### src/rtl/playback_sequencer_pkg.sv
// Shared types for the frame-animation playback path.
package playback_pkg;

  typedef enum logic [1:0] {
    ST_IDLE    = 2'd0,
    ST_PLAYING = 2'd1,
    ST_PAUSED  = 2'd2,
    ST_DONE    = 2'd3
  } pb_state_t;

endpackage

### src/rtl/playback_sequencer_edge_sync.sv
// Two-flop synchronizer followed by a single-cycle rising-edge detector.
module edge_sync (
  input  logic clk,
  input  logic rst,
  input  logic din,
  output logic rise
);

  logic meta;
  logic sync;
  logic prev;

  always_ff @(posedge clk) begin
    if (rst) begin
      meta <= 1'b0;
      sync <= 1'b0;
      prev <= 1'b0;
    end else begin
      meta <= din;
      sync <= meta;
      prev <= sync;
    end
  end

  assign rise = sync & ~prev;

endmodule

### src/rtl/playback_sequencer.sv
// Frame-advance sequencer: vsync-derived tick, frame counter, and MIDI player gating.
module playback_sequencer
  import playback_pkg::*;
#(
  parameter int NUM_FRAMES  = 2608,
  parameter int FRAME_DIV   = 5,
  parameter int AUDIO_START = 184,
  parameter int LOOP        = 0,
  localparam int FW         = $clog2(NUM_FRAMES)
) (
  input  logic          clk,
  input  logic          rst,
  input  logic          vsync_in,
  input  logic          cmd_play,
  input  logic          cmd_pause,
  input  logic          cmd_restart,
  output logic [FW-1:0] frame_num,
  output logic          frame_advance,
  output logic          audio_play,
  output logic          audio_rst,
  output logic [1:0]    state,
  output logic          done
);

  localparam int            DW       = (FRAME_DIV > 1) ? $clog2(FRAME_DIV) : 1;
  localparam logic [FW-1:0] LAST     = FW'(NUM_FRAMES - 1);
  localparam logic [DW-1:0] DIV_LAST = DW'(FRAME_DIV - 1);

  pb_state_t     st;
  logic [DW-1:0] divider;
  logic          vs_rise;

  function automatic logic audible(input logic [FW-1:0] f);
    return 32'(f) >= AUDIO_START;
  endfunction

  edge_sync u_vsync (
    .clk  (clk),
    .rst  (rst),
    .din  (vsync_in),
    .rise (vs_rise)
  );

  // audio_play is computed from the values being loaded this cycle so it
  // tracks frame_num/state without an extra cycle of lag.
  always_ff @(posedge clk) begin
    if (rst) begin
      st            <= ST_IDLE;
      frame_num     <= '0;
      divider       <= '0;
      frame_advance <= 1'b0;
      audio_play    <= 1'b0;
      audio_rst     <= 1'b1;
      done          <= 1'b0;
    end else begin
      frame_advance <= 1'b0;
      audio_rst     <= 1'b0;
      if (cmd_restart) begin
        st         <= ST_PLAYING;
        frame_num  <= '0;
        divider    <= '0;
        audio_rst  <= 1'b1;
        audio_play <= audible('0);
        done       <= 1'b0;
      end else if (cmd_pause && st == ST_PLAYING) begin
        st         <= ST_PAUSED;
        audio_play <= 1'b0;
      end else if (cmd_play && !cmd_pause && (st == ST_IDLE || st == ST_PAUSED)) begin
        st         <= ST_PLAYING;
        audio_play <= audible(frame_num);
      end else if (st == ST_PLAYING && vs_rise) begin
        if (divider != DIV_LAST) begin
          divider <= divider + 1'b1;
        end else begin
          divider <= '0;
          if (frame_num != LAST) begin
            frame_num     <= frame_num + 1'b1;
            frame_advance <= 1'b1;
            audio_play    <= audible(frame_num + 1'b1);
          end else if (LOOP != 0) begin
            frame_num     <= '0;
            frame_advance <= 1'b1;
            audio_rst     <= 1'b1;
            audio_play    <= audible('0);
          end else begin
            st         <= ST_DONE;
            done       <= 1'b1;
            audio_play <= 1'b0;
          end
        end
      end
    end
  end

  assign state = st;

endmodule

### config.mk
export PLATFORM = sky130hd
export DESIGN_NAME = playback_sequencer
export DESIGN_NICKNAME = d
export VERILOG_FILES = /design/src/rtl/playback_sequencer_pkg.sv /design/src/rtl/playback_sequencer_edge_sync.sv /design/src/rtl/playback_sequencer.sv
export SDC_FILE = /design/constraint.sdc
export NUM_CORES = 1
export LEC_CHECK = 0
export ABC_AREA = 1
export CAP_MARGIN = 40
export CORE_MARGIN = 8
export CORE_UTILIZATION = 54
export CTS_BUF_LIST = sky130_fd_sc_hd__clkbuf_8
export CTS_CLUSTER_SIZE = 10
export DETAILED_ROUTE_END_ITERATION = 8
export PLACE_DENSITY_LB_ADDON = 0.08
export SLEW_MARGIN = 20
export SYNTH_ARGS = -nofsm -noshare
export SYNTH_HDL_FRONTEND = slang
export SYNTH_HIERARCHICAL = 1
export SYNTH_SLANG_ARGS = --single-unit
### constraint.sdc
create_clock -name clk -period 1.7 [get_ports clk]
set_input_delay 0.34 -clock clk [delete_from_list [all_inputs] [get_ports clk]]
set_output_delay 0.34 -clock clk [all_outputs]
set_load 0.005 [all_outputs]
* Word level (Yosys, flattened, before mapping)
Index checks and enable logic that the tools add are counted.
Storage, ports and cells: register bits 24, bits of input ports 6, output and inout bits 18, word-level logic and storage cells 63
Cells by class: $add $sub $neg 2, order comparisons 2, eq/ne operators 9, muxes and demuxes 13, bitwise operators 7, reductions and logical operators 19
Operators with widths (number):
- 12-bit by 8-bit greater-or-equal comparator with 1-bit output, second input constant | 2
- 12-bit by 1-bit adder with 12-bit output, second input constant | 1
- 12-bit != test, second input constant | 1
- 2-bit two-way mux | 5
- 5-bit AND reduction | 2
- 3-bit != test, second input constant | 3
- 3-bit AND reduction | 3
- 4-bit != test, second input constant | 2
- 1-bit two-way mux | 7
- 1-bit inverter | 6
- 6-bit OR reduction | 1
- 1-bit logical AND | 4
- 4-bit nonzero test | 1
- 3-bit by 1-bit adder with 3-bit output, second input constant | 1
- 3-bit two-way mux | 1
- 3-bit nonzero test | 1
- 3-bit OR reduction | 1
- 2-bit by 1-bit equality test with 1-bit output, second input constant | 1
- 2-bit equality test, second input constant | 1
- 2-bit zero test | 1
- 2-bit != test, second input constant | 1
- 2-bit AND reduction | 1
- 2-bit nonzero test | 1
- 2-bit OR reduction | 1
- 3 further kinds | 3

* Logic depth before layout (Yosys ltp)
Gate-level depths: netlist (run 1).
depth in word-level cells 7, mapped depth 12, mapped depth without buffers 12

* Modules after synthesis
The synthesis (run 1) kept the hierarchy.
By module, submodules not included:
- playback_sequencer | times used 1, cells an instance 170, area each 1228.7 µm², seq. area each 420.4 µm²
- edge_sync | times used 1, cells an instance 10, area each 86.3 µm², seq. area each 60.1 µm²

* Worst setup path before layout (run 1)
No wires, ideal clock.
path kind reg2reg, start register frame_num[0], end register frame_num[0], setup time 0.129 ns, arrival time 1.419 ns, required time 1.571 ns, slack 0.151 ns, stages on the path, launching flop included 10, buffers on the path 1, clock period less this slack 1.549 ns, path through dfxtp_1 > ha_1 > nand2_2 > nor2_4 > nand2_2 > nor2_8 > nor2_8 > buf_8 > o21ai_2 > a21oi_1
On the way: longest elaborated chain between the ends 2, elaborated cells on any way between the ends 3, classes of those cells add/sub: 1; eq/ne: 1; reduce/logical: 1
RTL lines:
- start, declared | line playback_sequencer.sv:17 | output logic [FW-1:0] frame_num,
- start signal, assigned | line playback_sequencer.sv:77 | frame_num <= frame_num + 1'b1;
- parallel branches: the longest is 2 deep, another holds 12-bit by 1-bit adder with 12-bit output
Several ways; the timed one is not identified. A chain may end at the register's enable or synchronous reset.

* Worst setup path after layout (run 1)
start register frame_num[5], end output port frame_num[5]
No word-level cell between the ends.

==> metrics.cfg, run 1 <==
[run_status]
status=finished clean

[power_and_ir_drop]
swShare=0.200
pwr-share-seq=0.502
leakage_nw=0.684
powerDensity_mw_per_mm2=668
p_comb_frac=0.054
power.switching_uw=228
ir_drop_v=0.000523
power_mw=1.14
pwr-share-clk=0.445
p_int_uw=916

[critical_path]
critical-path-top-delay-family=buffers and inverters
crit_slowest_cell=clkdlybuf4s50_1
ff2ff_path_depth=9
rr_endpoint=frame_num[6]
critical_path_required_ns=1.36
max_stage_delay_ns=0.55
r2r_slack_ns=0.14
end_kind=output pin
reg2reg_from=frame_num[0]
worstSetupStartpointType=register
critPathBufInv=1
cp_max_fo=6
path_cells=clkdlybuf4s50_1
critical_path_class=reg -> out
critPathArrivalTime_ns=1.28

[place]
dp.cells=240
gp_congestion=0.871
port_buffers=23
hpwl_mm=2.35
dp_slack_ns=-0.0405

[yosys]
postSynthAreaPerCell_um2=7.31
synth_top_cell_by_area=dfxtp_1
yosysSeqAreaShare=0.365
synthArstFlopShare=0
netlist_area_mm2=0.00132
synth.net_count=190
synthFlopType=dfxtp_1
ys_top_cells_by_area=dfxtp_1 37%, nand2_1 12%, inv_1 6.6%
ys_top_cells_by_count=41 x nand2_1, 24 x dfxtp_1, 23 x inv_1
syn_inst=180
yosys_warnings=6
synth_cell_types=34
synth-edff-count=0
yosysMostFrequentCell=nand2_1
synth_seq_cells=24
yosys.area.top_type_share=0.365

[final_layout]
drive_above_1_share=0.159
postLayoutCoreUtil=0.717
diodes=0
instances_no_fill=244
nets=225
fill_cells=195
area_growth_syn_to_layout_pct=30.2

[clock_network]
clockRootBuffer=clkbuf_8
path_clk_slew_ns=0.09
clk_latency_ns=0.27
clockBufferDepth=2
post_cts_buffers=0
tritoncts=done
numCtsBuffers=3
clock-sinks=24
cts_max_level=1

[route]
dr.pass1.iters=4
vias_per_cell=5.18
wl_per_cell_um=12.6
drc_errors=0
wirelength_mm=3.07
num_vias=1265
ant_nets=0
drtIter0Drc=79

[sta]
setup_tns_ns=0
rsz0062_at_grt=no
finalCriticalPeriod_ns=1.62
fin_ws_ns=0.0787
setup_viol=0
max_freq_ghz=0.617
finClkSkew_ns=0.00325
period_share=0.954
worst_slew_pin_slew_ns=0.355
drv_slew=0
max-slew-margin-rel=0.763
hold_viol_final=0

[worst_hold_path]
hp-start=u_vsync/meta
holdPathStages=2
min_to=u_vsync/sync
hold_class=reg -> reg

[die]
initial_core_util=0.551
core_mm2=0.00239
ios=24
die_h_um=65.3
die_area_mm2=0.00427
fp.dieW_um=65.3
num_rows=18

[global_routing]
overflow=0
grt_pass1_wl_mm=5.30
grt_pass1_vias=1180
grt_max_degree=17
globalRouteTotalUtil=0.153
antenna_found_initial=0

[flow_run]
max_cap_viol_count=0

## routing by layer
| layer | up-vias | part of all wire | GRT usage |
|---|---|---|---|
| met5 | - | 0 | 0 |
| li1 | 649 | - | - |
| met3 | 4 | 0.064 | 0.0391 |
| met2 | 35 | 0.48 | 0.256 |
| met4 | 0 | 0.010 | 0.0490 |
| met1 | 577 | 0.45 | 0.186 |
## sequential cells by signal, indices dropped and copies added (netlist names)
name,count
audio_rst,1
state,2
frame_num,12
done,1
audio_play,1
u_vsync/prev,1
frame_advance,1
divider,3
u_vsync/sync,1
u_vsync/meta,1
## power by group through the flow
stage / registers [mW] / clock network [mW] / logic, mW
5_1_grt: 0.575 / 0.539 / 0.0666
3_3_place_gp: 0.586 / 0 / 0.0589
6_report: 0.574 / 0.509 / 0.0615
3_5_place_dp: 0.587 / 0 / 0.0607
2_1_floorplan: 0.587 / 0 / 0.0253
4_1_cts: 0.574 / 0.513 / 0.0616
## what timing repair did
action / 4_1_cts / 5_1_grt
hold buffers: 0 / 0
setup endpoints to repair: 0 / 10
gates resized for setup: 0 / 4
## logic make-up after synthesis
| group | Yosys count | synth area share |
|---|---|---|
| simple gates | 88 | 0.333 |
| compound gates | 33 | 0.152 |
| buf+inv | 28 | 0.0913 |
| flops | 24 | 0.365 |
| fa+ha+maj | 4 | 0.0381 |
| xor+xnor | 3 | 0.0200 |
## worst max-delay path by stage
stage               cells after the start          from  slack [ns]            to
detailed placement                      7     cmd_pause       -0.04  frame_num[6]
finish                                  1  frame_num[5]        0.08  frame_num[5]
global placement                        7     cmd_pause        0.02  frame_num[2]
CTS                                     2  frame_num[0]        0.02  frame_num[0]
global route                            1  frame_num[3]       0.009  frame_num[3]
floorplan                               9  frame_num[0]        0.15  frame_num[0]
## area by class of cell
class / count / area [um^2] / share of cell area
clock buffer: 3 / 41.3 / 0.0241
clock inverter: 1 / 30.0 / 0.0175
inverter: 26 / 100 / 0.0585
multi-input combinational: 128 / 722 / 0.422
sequential: 24 / 483 / 0.282
tap: 30 / 37.5 / 0.0219
timing repair buffer: 32 / 298 / 0.174
## layout by cell type (no fill, tap or decap), types with 2 or more instances in the layout
cell type / instances
dfxtp_1: 22
nor2_1: 20
nand4_1: 4
clkdlybuf4s50_1: 23
nand2_2: 2
dfxtp_2: 2
o21ai_1: 3
a21oi_1: 12
nand2_1: 41
ha_1: 3
xor2_1: 2
nor3_1: 2
buf_4: 9
clkbuf_8: 3
nor2_4: 3
inv_1: 23
nor2_2: 2
nor2_8: 2
nand3_1: 8
o21ai_0: 9
a211oi_2: 2
## per-stage QoR
step                      hold slack [ns]  cell area (um^2)
final                               0.411              1710
after CTS                           0.417              1700
after global routing                0.449              1710
after floorplan                     0.388              1320
after global placement              0.395              1630
after detailed placement            0.402              1630
No activity file was read; power rests on OpenSTA's default activity.
==> run 2: changes to the inputs <==
--- a/config.mk
+++ b/config.mk
@@ -5,10 +5,10 @@
 export SDC_FILE = /design/constraint.sdc
 export NUM_CORES = 1
 export LEC_CHECK = 0
-export ABC_AREA = 1
 export CAP_MARGIN = 40
+export CORE_ASPECT_RATIO = 1.25
 export CORE_MARGIN = 8
-export CORE_UTILIZATION = 54
+export CORE_UTILIZATION = 53
 export CTS_BUF_LIST = sky130_fd_sc_hd__clkbuf_8
 export CTS_CLUSTER_SIZE = 10
 export DETAILED_ROUTE_END_ITERATION = 8
==> constraint.sdc (replaced) <==
create_clock -name clk -period 1.7 [get_ports clk]
set_input_delay 0.34 -clock clk [delete_from_list [all_inputs] [get_ports clk]]
set_output_delay 0.34 -clock clk [all_outputs]
set_load 0.02 [all_outputs]
==> metrics.cfg, run 2 <==
[clock_network]
holdBufCountCts=0  ; unchanged
clockRootBuffer=clkbuf_8
post_cts_buffers=0  ; unchanged
clock-sinks=24  ; unchanged
numCtsBuffers=3  ; unchanged
clk_latency_ns=0.27  ; about the same
clockBufferDepth=2  ; unchanged
tritoncts=done
path_clk_slew_ns=0.08  ; about the same
cts_max_level=1  ; unchanged

[yosys]
syn_inst=158  ; -12%
synth_top_cell_by_area=dfxtp_1
synth.net_count=168  ; -12%
ys_top_cells_by_count=24 x dfxtp_1, 22 x nor2_1, 14 x nand3_1
yosysMostFrequentCell=dfxtp_1
synth_cell_types=38  ; +12%
synth-edff-count=0  ; unchanged
synth_seq_cells=24  ; unchanged
netlist_area_mm2=0.00128  ; -2.6%
yosys.area.top_type_share=0.375  ; +0.00963
ys_top_cells_by_area=dfxtp_1 38%, nor2_1 6.4%, xor2_1 6.2%
yosys_warnings=6  ; unchanged
synthFlopType=dfxtp_1
synthArstFlopShare=0  ; unchanged
yosysSeqAreaShare=0.375  ; +0.00963
postSynthAreaPerCell_um2=8.11  ; +11%

[sta]
worst_slew_pin_slew_ns=0.264  ; -0.0909 ns
max_freq_ghz=0.588  ; -4.7%
setup_viol=1  ; +1
hold_viol_final=0  ; unchanged
drv_slew=0  ; unchanged
fin_ws_ns=-0.000644  ; -0.0793 ns
rsz0062_at_grt=yes
finClkSkew_ns=0.00615  ; +0.00289 ns
period_share=1.00  ; +0.0467
max-slew-margin-rel=0.824  ; +0.0611
finalCriticalPeriod_ns=1.70  ; +0.0793 ns

[run_status]
failed_checks=negative setup slack
status=finished with violations

[final_layout]
area_growth_syn_to_layout_pct=42.8
drive_above_1_share=0.251  ; +0.0924
instances_no_fill=236  ; -3.3%
fill_cells=173  ; -11%
nets=214  ; -4.9%
largest_reg_flops=12  ; unchanged
postLayoutCoreUtil=0.778  ; +0.0607
diodes=0  ; unchanged
final_cell_mix=22 x nor2_1, 22 x buf_4, 15 x dfxtp_1
regMostFlops=frame_num

[global_routing]
grt_pass1_vias=1255  ; +6.4%
antenna_found_initial=0  ; unchanged
globalRouteTotalUtil=0.162  ; +0.00937
grt_pass1_wl_mm=5.39  ; +1.7%
grt_max_degree=14  ; -3
overflow=0  ; unchanged

[place]
hpwl_mm=2.46  ; +4.8%
port_buffers=23  ; unchanged
dp.cells=231  ; -3.8%
gp_congestion=0.909  ; +4.4%

[route]
wl_per_cell_um=14.4  ; +14%
num_vias=1303  ; +3.0%
wirelength_mm=3.39  ; +10%
vias_per_cell=5.52  ; +6.5%
ant_nets=0  ; unchanged
drtIter0Drc=48  ; -39%
drc_errors=0  ; unchanged
dr.pass1.iters=4  ; unchanged

[critical_path]
cp_max_fo=6  ; unchanged
r2r_slack_ns=-0.0006  ; -0.14 ns
startpoint=frame_num[8]
worstSetupStartpointType=register
end_kind=register
critPathArrivalTime_ns=1.90  ; +0.62 ns
critical_path_required_ns=1.90  ; +0.54 ns
critical_path_class=reg -> reg
ff2ff_path_depth=6  ; -3
reg2reg_from=frame_num[8]
rr_endpoint=state[1]

[die]
ios=24  ; unchanged
core_mm2=0.00235  ; -1.5%
initial_core_util=0.545  ; -0.00616
die_area_mm2=0.00426  ; -0.32%
die_h_um=71.0  ; +8.6%
fp.dieW_um=60.0  ; -8.2%
num_rows=20  ; +2

[worst_hold_path]
hp-start=u_vsync/meta
holdPathStages=1  ; -1
hold_class=reg -> reg
min_to=u_vsync/sync

[flow_run]
max_cap_viol_count=0  ; unchanged

[power_and_ir_drop]
ir_drop_v=0.000567  ; +8.5%
leakage_nw=0.817  ; +19%
powerDensity_mw_per_mm2=534  ; -20%

-- run 2: changes by cell type in the layout (fill, tap and decap cells not counted), moves of 5 or more --
cell             change
xor2_1               +7
nand2_1             -30
clkdlybuf4s50_1     -13
inv_1               -15
dlygate4sd2_1        +7
dlymetal6s2s_1       +6
nand3_1              +5
dfxtp_1              -7
buf_4               +13
-- run 2: metal layers --
layer,GRT usage,wire [um]
met3,0.0327,185
met1,0.172,1320
met4,0.0878,110
met5,0,0
met2,0.284,1770
-- run 2: stage by stage --
| step | power [mW] | TNS (ns) | setup WS [ns] | cell area (um^2) | hold slack (ns) |
|---|---|---|---|---|---|
| 6_report | 0.976 | -0.000644 | -0.000644 | 1830 | 0.443 |
| 5_1_grt | 1.02 | -0.213 | -0.0550 | 1830 | 0.456 |
| 4_1_cts | 0.990 | -0.102 | -0.0509 | 1770 | 0.449 |
| 3_5_place_dp | 0.650 | -0.119 | -0.0439 | 1720 | 0.431 |
| 3_3_place_gp | 0.648 | -0.0182 | -0.0131 | 1720 | 0.420 |
| 2_1_floorplan | 0.615 | -0.0167 | -0.00718 | 1310 | 0.412 |
-- run 2: critical path: stages (launching register included) --
cell	delay, ns
dfxtp_4	0.34
or2_4	0.25
or4_4	0.59
buf_6	0.15
nor3_4	0.12
nor3_1	0.08
nor3_2	0.10
-- run 2: cell type report --
class / count / area [um^2] / share of cell area
clock buffer: 3 / 41.3 / 0.0226
clock inverter: 1 / 3.75 / 0.00205
inverter: 7 / 26.3 / 0.0144
multi-input combinational: 121 / 793 / 0.434
sequential: 24 / 499 / 0.273
tap: 33 / 41.3 / 0.0226
timing repair buffer: 47 / 424 / 0.232
-- run 2: what timing repair did --
item	CTS	global route
endpoints found under the setup margin	12	20
gates cloned	0	1
resized for setup	10	14
pin swaps	1	1
-- run 2: how the worst max path moves through the flow --
stage                               end  slack [ns]  cells past startpoint
after floorplan           frame_num[10]      -0.007                      6
after global placement         state[1]       -0.01                      6
after detailed placement       state[1]       -0.04                      6
after CTS                      state[1]       -0.05                      6
after global routing           state[1]       -0.06                      6
final                          state[1]     -0.0006                      6
-- run 2: cell families (layout without fill, tap and decap cells) --
group                    count (synthesis)  after routing  share of synthesized area
AND/OR/NAND/NOR                         81             82                      0.344
flip-flops                              24             24                      0.375
AO/OA/AOI/OAI                           21             21                     0.0947
buffers and inverters                   14             58                     0.0488
XOR/XNOR                                12             12                     0.0820
adder cells (fa/ha/maj)                  4              4                     0.0391
multiplexers                             2              2                     0.0166
-- run 2: where the power goes --
part / switching, mW / leakage [nW] / internal [mW] / total [mW]
Combinational: 0.0334 / 0.590 / 0.0329 / 0.0663
Clock: 0.179 / 0.0269 / 0.162 / 0.341
Sequential: 0.00509 / 0.200 / 0.564 / 0.569
Total: 0.218 / 0.817 / 0.758 / 0.976
